$ cat config.mk
export PLATFORM = sky130hd
export DESIGN_NAME = pass_change_ctrl_flat
export DESIGN_NICKNAME = d
export VERILOG_FILES = /design/src/rtl/pass_change_ctrl_if.sv /design/src/rtl/pass_change_ctrl.sv /design/src/flat_wrapper.sv
export SDC_FILE = /design/constraint.sdc
export NUM_CORES = 1
export LEC_CHECK = 0
export ABC_AREA = 1
export BUFFER_PORTS_ARGS = -buffer_cell sky130_fd_sc_hd__buf_4
export CORE_ASPECT_RATIO = 1.25
export CORE_MARGIN = 2
export CORE_UTILIZATION = 38
export CTS_BUF_LIST = sky130_fd_sc_hd__clkbuf_8
export DETAILED_ROUTE_END_ITERATION = 16
export HOLD_SLACK_MARGIN = 0.03
export SETUP_SLACK_MARGIN = 0.2
export SKIP_CTS_REPAIR_TIMING = 1
export SYNTH_ARGS = -nofsm -noshare
export SYNTH_HDL_FRONTEND = slang
export SYNTH_SLANG_ARGS = --single-unit
$ cat constraint.sdc
create_clock -name clk -period 1.7 [get_ports clk]
set_input_delay 0.085 -clock clk [delete_from_list [all_inputs] [get_ports clk]]
set_output_delay 0.085 -clock clk [all_outputs]
set_load 0.05 [all_outputs]
$ cat src/rtl/pass_change_ctrl_if.sv
// Handshake bundle between the game controller / digit entry path and the
// password-change controller, including the password RAM write port.
interface pass_change_ctrl_if;
  logic       LogIn;
  logic       GMLogOut;
  logic       Change_Req;
  logic       Game_Enter;
  logic [3:0] User_digit;
  logic [4:0] Internal_ID;
  logic [4:0] ram_addr;
  logic [3:0] ram_data;
  logic       ram_wren;
  logic       Busy;
  logic       Done;
  logic       Mismatch;
  logic       Abort;

  modport master (
    output LogIn, GMLogOut, Change_Req, Game_Enter, User_digit, Internal_ID,
    input  ram_addr, ram_data, ram_wren, Busy, Done, Mismatch, Abort
  );

  modport slave (
    input  LogIn, GMLogOut, Change_Req, Game_Enter, User_digit, Internal_ID,
    output ram_addr, ram_data, ram_wren, Busy, Done, Mismatch, Abort
  );
endinterface

$ cat src/rtl/pass_change_ctrl.sv
// Password-update controller: collects a new password twice, compares the two
// entries and writes the nibbles into the password RAM when they match.
module pass_change_ctrl #(
  parameter int DIGITS    = 4,
  parameter int MAX_TRIES = 3
) (
  input  logic               clk,
  input  logic               rst,
  pass_change_ctrl_if.slave  bus
);

  localparam int CW = (DIGITS > 1) ? $clog2(DIGITS) : 1;
  localparam int TW = (MAX_TRIES > 1) ? $clog2(MAX_TRIES) : 1;
  localparam int PW = 4 * DIGITS;
  localparam logic [CW-1:0] LAST = CW'(DIGITS - 1);

  typedef enum logic [2:0] {
    IDLE, ENTER_NEW, ENTER_CONF, COMPARE, WRITE, DONE
  } state_t;

  state_t          state, state_n;
  logic [PW-1:0]   new_pass, conf_pass;
  logic [CW-1:0]   digit_cnt, wr_cnt, wr_idx;
  logic [TW-1:0]   try_cnt;
  logic [4:0]      base;

  logic abort_req, start, last_digit, pass_eq, last_try;
  logic busy_d, wren_d, done_d, mismatch_d, abort_d;
  logic [4:0] addr_d;
  logic [3:0] data_d;

  // First digit entered sits in the most significant nibble.
  function automatic logic [3:0] nibble(input logic [PW-1:0] p, input logic [CW-1:0] idx);
    return p[PW - 4 - 4 * int'(idx) +: 4];
  endfunction

  assign abort_req  = bus.GMLogOut || !bus.LogIn;
  assign start      = bus.Change_Req && bus.LogIn;
  assign last_digit = bus.Game_Enter && (digit_cnt == LAST);
  assign pass_eq    = (new_pass == conf_pass);
  assign last_try   = (int'(try_cnt) + 1) >= MAX_TRIES;

  always_ff @(posedge clk) begin
    if (rst) state <= IDLE;
    else     state <= state_n;
  end

  always_comb begin
    state_n = state;
    case (state)
      IDLE:       if (start) state_n = ENTER_NEW;
      ENTER_NEW:  if (abort_req) state_n = IDLE;
                  else if (last_digit) state_n = ENTER_CONF;
      ENTER_CONF: if (abort_req) state_n = IDLE;
                  else if (last_digit) state_n = COMPARE;
      COMPARE:    if (abort_req) state_n = IDLE;
                  else if (pass_eq) state_n = WRITE;
                  else if (last_try) state_n = IDLE;
                  else state_n = ENTER_NEW;
      WRITE:      if (wr_cnt == LAST) state_n = DONE;
      DONE:       state_n = IDLE;
      default:    state_n = IDLE;
    endcase
  end

  // Outputs are computed from the next state so the registered copies line up with it.
  always_comb begin
    wr_idx     = (state == WRITE) ? wr_cnt + CW'(1) : '0;
    busy_d     = (state_n != IDLE);
    wren_d     = (state_n == WRITE);
    done_d     = (state_n == DONE);
    mismatch_d = (state == COMPARE) && !abort_req && !pass_eq;
    abort_d    = ((state == ENTER_NEW || state == ENTER_CONF || state == COMPARE) && abort_req)
                 || (mismatch_d && last_try);
    addr_d     = base + 5'(wr_idx);
    data_d     = nibble(new_pass, wr_idx);
  end

  always_ff @(posedge clk) begin
    if (rst) begin
      bus.ram_addr <= '0;
      bus.ram_data <= '0;
      bus.ram_wren <= 1'b0;
      bus.Busy     <= 1'b0;
      bus.Done     <= 1'b0;
      bus.Mismatch <= 1'b0;
      bus.Abort    <= 1'b0;
    end else begin
      bus.ram_wren <= wren_d;
      bus.Busy     <= busy_d;
      bus.Done     <= done_d;
      bus.Mismatch <= mismatch_d;
      bus.Abort    <= abort_d;
      if (wren_d) begin
        bus.ram_addr <= addr_d;
        bus.ram_data <= data_d;
      end
    end
  end

  always_ff @(posedge clk) begin
    if (rst) begin
      new_pass  <= '0;
      conf_pass <= '0;
      digit_cnt <= '0;
      try_cnt   <= '0;
      wr_cnt    <= '0;
      base      <= '0;
    end else begin
      case (state)
        IDLE: if (start) begin
          base      <= {bus.Internal_ID[4:2], 2'b00};
          new_pass  <= '0;
          conf_pass <= '0;
          digit_cnt <= '0;
          try_cnt   <= '0;
          wr_cnt    <= '0;
        end
        ENTER_NEW: if (!abort_req && bus.Game_Enter) begin
          new_pass  <= {new_pass[PW-5:0], bus.User_digit};
          digit_cnt <= last_digit ? '0 : digit_cnt + CW'(1);
        end
        ENTER_CONF: if (!abort_req && bus.Game_Enter) begin
          conf_pass <= {conf_pass[PW-5:0], bus.User_digit};
          digit_cnt <= last_digit ? '0 : digit_cnt + CW'(1);
        end
        COMPARE: if (!abort_req) begin
          if (pass_eq) begin
            wr_cnt <= '0;
          end else if (!last_try) begin
            try_cnt   <= try_cnt + TW'(1);
            new_pass  <= '0;
            conf_pass <= '0;
            digit_cnt <= '0;
          end
        end
        WRITE:   wr_cnt <= wr_cnt + CW'(1);
        default: ;
      endcase
    end
  end

endmodule

$ cat src/flat_wrapper.sv
// flat-port wrapper written by rule: the top's interface ports become plain ports
module pass_change_ctrl_flat 
#(
  parameter int DIGITS    = 4,
  parameter int MAX_TRIES = 3
)
  (clk, rst, bus_LogIn, bus_GMLogOut, bus_Change_Req, bus_Game_Enter, bus_User_digit, bus_Internal_ID, bus_ram_addr, bus_ram_data, bus_ram_wren, bus_Busy, bus_Done, bus_Mismatch, bus_Abort);
  pass_change_ctrl_if bus_i ();
  input  logic clk;
  input  logic rst;
  input wire logic [$bits(bus_i.LogIn)-1:0] bus_LogIn;
  input wire logic [$bits(bus_i.GMLogOut)-1:0] bus_GMLogOut;
  input wire logic [$bits(bus_i.Change_Req)-1:0] bus_Change_Req;
  input wire logic [$bits(bus_i.Game_Enter)-1:0] bus_Game_Enter;
  input wire logic [$bits(bus_i.User_digit)-1:0] bus_User_digit;
  input wire logic [$bits(bus_i.Internal_ID)-1:0] bus_Internal_ID;
  output wire logic [$bits(bus_i.ram_addr)-1:0] bus_ram_addr;
  output wire logic [$bits(bus_i.ram_data)-1:0] bus_ram_data;
  output wire logic [$bits(bus_i.ram_wren)-1:0] bus_ram_wren;
  output wire logic [$bits(bus_i.Busy)-1:0] bus_Busy;
  output wire logic [$bits(bus_i.Done)-1:0] bus_Done;
  output wire logic [$bits(bus_i.Mismatch)-1:0] bus_Mismatch;
  output wire logic [$bits(bus_i.Abort)-1:0] bus_Abort;
  assign bus_i.LogIn = bus_LogIn;
  assign bus_i.GMLogOut = bus_GMLogOut;
  assign bus_i.Change_Req = bus_Change_Req;
  assign bus_i.Game_Enter = bus_Game_Enter;
  assign bus_i.User_digit = bus_User_digit;
  assign bus_i.Internal_ID = bus_Internal_ID;
  assign bus_ram_addr = bus_i.ram_addr;
  assign bus_ram_data = bus_i.ram_data;
  assign bus_ram_wren = bus_i.ram_wren;
  assign bus_Busy = bus_i.Busy;
  assign bus_Done = bus_i.Done;
  assign bus_Mismatch = bus_i.Mismatch;
  assign bus_Abort = bus_i.Abort;
  pass_change_ctrl #(.DIGITS(DIGITS), .MAX_TRIES(MAX_TRIES)) u_core (.clk(clk), .rst(rst), .bus(bus_i));
endmodule
# == Word-level counts from Yosys, hierarchy flattened ==
# Cells that the tools add are included.
# word_totals
regBits,58
in_bits,15
out_inout_bits,14
word_cells,100
# classes
eq_ne,17
n_addsub,6
order_cmp,1
mux,33
shift,1
reduce_logical,28
# op_table
op,n
16-bit two-way mux,6
16-bit one-hot mux with 3 select lines,2
32-bit by 3-bit >= comparator with 1-bit output (second input constant),1
16-bit by 32-bit variable part select with 4-bit output,1
2-bit two-way mux,12
3-bit two-way mux,8
6-bit AND reduction,3
16-bit == test,1
3-bit one-hot mux with 5 select lines,1
3-bit nonzero test,5
2-bit one-hot mux with 3 select lines,2
2-bit != test (second input constant),5
3-bit == test (second input constant),3
1-bit logical AND,7
2-bit by 1-bit adder with 2-bit output (second input constant),3
3-bit by 2-bit == test with 1-bit output (second input constant),2
2-bit by 1-bit != test with 1-bit output (second input constant),3
5-bit by 2-bit adder with 5-bit output,1
5-bit AND reduction,1
4-bit by 4-bit subtractor with 5-bit output (first input constant),1
2-bit == test (second input constant),2
1-bit logical OR,4
2-bit one-hot mux with 2 select lines,1
4-bit AND reduction,1
other kinds (8),10

# == Longest topological paths before layout ==
# depth
depth_word,7
depth_mapped,14
depth_no_buf,13

# == Worst setup path after synthesis ==
# Ideal clock, no wire load.
# synth_path
path_kind,register to register
startpoint,reg u_core.state[1]
endpoint,reg u_core.bus.ram_addr[1]
setup_ns,0.132
required_ns,1.568
path_stages_with_launch,11
path_buffers,1
period_less_slack_ns,1.582
slack_ns,0.118
arrival_ns,1.450
path_cell_list,dfxtp_1 -> inv_2 -> nand2_2 -> nor2_1 -> nand3_1 -> nand2_2 -> a21oi_4 -> nand4_4 -> buf_6 -> nand2_1 -> a21oi_1
# synth_via
elab_chain_len,4
elab_cells_between_ends,15
cone_classes,add/sub: 1; eq/ne: 5; mux: 8; reduce/logical: 1
# synth_rtl
item,line_no,rtl
start: declaration,pass_change_ctrl.sv:21,"state_t state, state_n;"
start signal: assignment,pass_change_ctrl.sv:45,else state <= state_n;
branches (longest 4 deep; another with 5-bit by 2-bit adder with 5-bit output),--,
end signal: assignment,pass_change_ctrl.sv:95,bus.ram_addr <= addr_d;
end: declaration,pass_change_ctrl_if.sv:25,"output ram_addr, ram_data, ram_wren, Busy, Done, Mismatch, Abort"
# Several ways; the timed one is not identified.
# A chain may end at the register's enable or synchronous reset.

# == Final worst setup path ==
# layout_path
startpoint,reg u_core.try_cnt[0]
endpoint,reg u_core.new_pass[12]
# layout_via
elab_chain_len,4
# layout_rtl
item,line_no,rtl
start: declaration,pass_change_ctrl.sv:24,logic [TW-1:0] try_cnt;
start signal: assignment,pass_change_ctrl.sv:131,try_cnt <= try_cnt + TW'(1);
2-bit by 1-bit adder with 3-bit output,pass_change_ctrl.sv:41,assign last_try = (int'(try_cnt) + 1) >= MAX_TRIES;
32-bit by 3-bit >= comparator with 1-bit output,pass_change_ctrl.sv:41,
2-bit != test (no line),--,
6-bit AND reduction (no line),--,
end signal: assignment,pass_change_ctrl.sv:120,"new_pass <= {new_pass[PW-5:0], bus.User_digit};"
end: declaration,pass_change_ctrl.sv:22,"logic [PW-1:0] new_pass, conf_pass;"
# No other way between the ends.

==> impl_results.md <==
* Startpoint types: flip-flop
* FP Rows at 36
* Vias in the first global route at 2851
* Final Cycle Share at 102%
* Core Footprint at 7700 um2
* Area taken by flip-flops and latches at 1200 um2
* CP endpoint kind: flip-flop
* Worst slew pin tran at 503 ps
* Status: complete, but fails checks
* GPL Wtd Cong at 0.860
* Routed WL at 8.25 mm
* Slew Viols, Final at 0
* I/O Buffers at 26
* Area Growth Syn to Fin at 41.4%
* Fmax at 0.575 GHz
* Mapped Cells at 455
* RSZ-0062 raised after global routing: true
* Initial antenna violation count at 0
* Pre-CTS setup slack at -21.2 ps
* Yosys reg bits at 58
* Peak supply drop at 0.000408 V
* Clock sink count at 58
* Final hold violations at 0
* Clock transition at path regs at 70 ps
* Grt total ovfl at 0
* Total track usage at 17.9%
* Top FF cell, synth: dfxtp_1
* Vias per cell at 4.92
* Ports at 29
* Post-DP HPWL at 5.05 mm
* Final ANT Viol Nets at 0
* Crit path DAT at 1950 ps
* TritonCTS clock tree: yes
* Clk Latency, worst-skew pair at 340 ps
* Pleak at 1.93 nW
* Most common cell in the netlist: nand2_1
* Setup CP Type: reg -> reg
* 1st-pass router iterations at 4
* Worst path slowest cell: dfxtp_2
* Largest net degree at the start of global routing at 33
* Most area-hungry cell type in the Yosys netlist: dfxtp_1
* Max FO, Critical Path at 8
* Drt first-iter violations at 105
* Distinct cells, synth at 29
* Top cells by area, synth: dfxtp_1 39%, nand2_1 16%, nor2_1 8.4%
* Clock buffer count from CTS at 9
* Total die area at 8610 um2
* Layout Skew at 9.02 ps
* Vias at 3124
* Share of cells above drive strength 1 at 39.3%
* Worst path required time at 1910 ps
* CTS max path bufs at 2
* Worst hold path type: in -> reg
* Ant diodes at 0
* CP peak stage delay at 340 ps
* First-pass GRT wire length at 12.5 mm
* Crit-path cells: inv_2 > ha_2 > nor2_4 > nor2_2 > nor2_2 > nand2_2 > inv_4 > nand3_4 > clkbuf_16 > o21ai_1 > nor2_1
* Synthesized Nets at 474
* Async SR Flop Fraction at 0%
* YS warnings at 0
* Number of synthesized flops with an enable pin at 0
* Multi-input logic area at 1690 um2
* Power per cell area at 777 nW/um2
* Cell mode on critical path: nor2_2
* Mapped cell area at 2990 um2
* WL/cell at 13.0 um
* H-Tree Depth at 3
* Die height at 103 um
* Initial core utilization at 38.9%
* Min setup slack post-route at -39.1 ps
* Slew HR at 66.4%
* Final net count at 554
* Layout fillers at 732
* Failing checks: negative setup slack
* Detailed-route DRC error count at 0
* Final Setup Violations at 11
* Root Buffer: clkbuf_8
* Util after Layout at 54.9%
* Sequential area share after synthesis at 38.8%
* Minimum clock period at 1740 ps
* Yosys top cell area share at 38.8%
* Avg Cell Area, Syn at 6.58 um2
* Die width at 83.4 um
* Top post-synthesis cells by count: 129 x nand2_1, 67 x nor2_1, 58 x dfxtp_1
* MaxCap Viol Count at 0
## sequential cells by signal, summed over array words and instances, names as in the netlist, 2 cells and up
signal	count
u_core.conf_pass	16
u_core.base	3
u_core.bus.ram_data	4
u_core.wr_cnt	2
u_core.new_pass	16
u_core.digit_cnt	2
u_core.try_cnt	2
u_core.state	3
u_core.bus.ram_addr	5
## cells in the final DEF, fill, tap and decap left out, types with 11 or more instances in the layout
cell type	Yosys	final
a21oi_1	31	29
buf_4	1	74
clkbuf_8	0	11
dfxtp_1	58	32
dfxtp_2	0	22
inv_1	55	48
inv_2	10	17
nand2_1	129	108
nand2_2	2	18
nand4_1	20	20
nor2_1	67	57
nor2_2	9	16
o21ai_1	17	13
## cell families (layout without fill, tap and decap cells)
family / Yosys count / in the layout / synth area share [%]
AND/OR/NAND/NOR: 243 / 243 / 35.8
adder cells (fa/ha/maj): 4 / 4 / 1.67
buffers and inverters: 82 / 167 / 11.2
flip-flops: 58 / 58 / 38.8
AO/OA/AOI/OAI: 68 / 68 / 12.6
## final timing paths
check	from	endpoint	slack (ps)	cells past startpoint
max reg2reg	u_core.try_cnt[0]$_SDFFE_PP0P_	u_core.new_pass[12]$_SDFFE_PP0P_	-40	11
max	u_core.try_cnt[0]$_SDFFE_PP0P_	u_core.new_pass[12]$_SDFFE_PP0P_	-40	11
min reg2reg	u_core.base[4]$_SDFFE_PP0P_	u_core.base[4]$_SDFFE_PP0P_	460	2
min	bus_User_digit[1]	u_core.conf_pass[1]$_SDFFE_PP0P_	20	3
## power breakdown
| part | internal (mW) | total (mW) | leakage (nW) | switching (mW) |
|---|---|---|---|---|
| registers | 1.40 | 1.43 | 0.484 | 0.0312 |
| clock network | 0.739 | 1.28 | 0.113 | 0.545 |
| logic | 0.255 | 0.574 | 1.34 | 0.319 |
## routing by layer
layer / vias to the layer above / share of wire (%) / GRT usage (%)
met4: 0 / 1.3 / 4.54
met3: 10 / 3.7 / 4.13
met2: 61 / 51 / 34.7
met1: 1466 / 44 / 19.8
li1: 1587 / - / -
met5: - / 0 / 0
## stage by stage
step | TNS (ps) | power (mW) | hold WS (ps) | area [um2] | std cells
2_1_floorplan | 0 | 1.74 | 249 | 3040 | 455
3_3_place_gp | -362 | 1.88 | 365 | 3600 | 603
3_5_place_dp | -195 | 1.89 | 372 | 3600 | 603
4_1_cts | -556 | 3.16 | 28.8 | 3800 | 619
5_1_grt | -3130 | 3.43 | 29.0 | 4230 | 635
6_report | -298 | 3.29 | 24.4 | 4230 | 635
## layout make-up
type	instances	area share, %
inverter	65	6.00
sequential	58	28.4
clock inverter	5	1.09
timing repair buffer	86	18.0
tap	95	2.81
clock buffer	11	3.58
multi-input combinational	315	40.0
## critical path, delay by kind of cell (launching register included)
kind / cells / cell delay, ps
flip-flops: 1 / 340
adder cells (fa/ha/maj): 1 / 190
AO/OA/AOI/OAI: 1 / 140
AND/OR/NAND/NOR: 6 / 580
buffers and inverters: 3 / 370
Note: power is estimated with default switching activity, not from simulation.
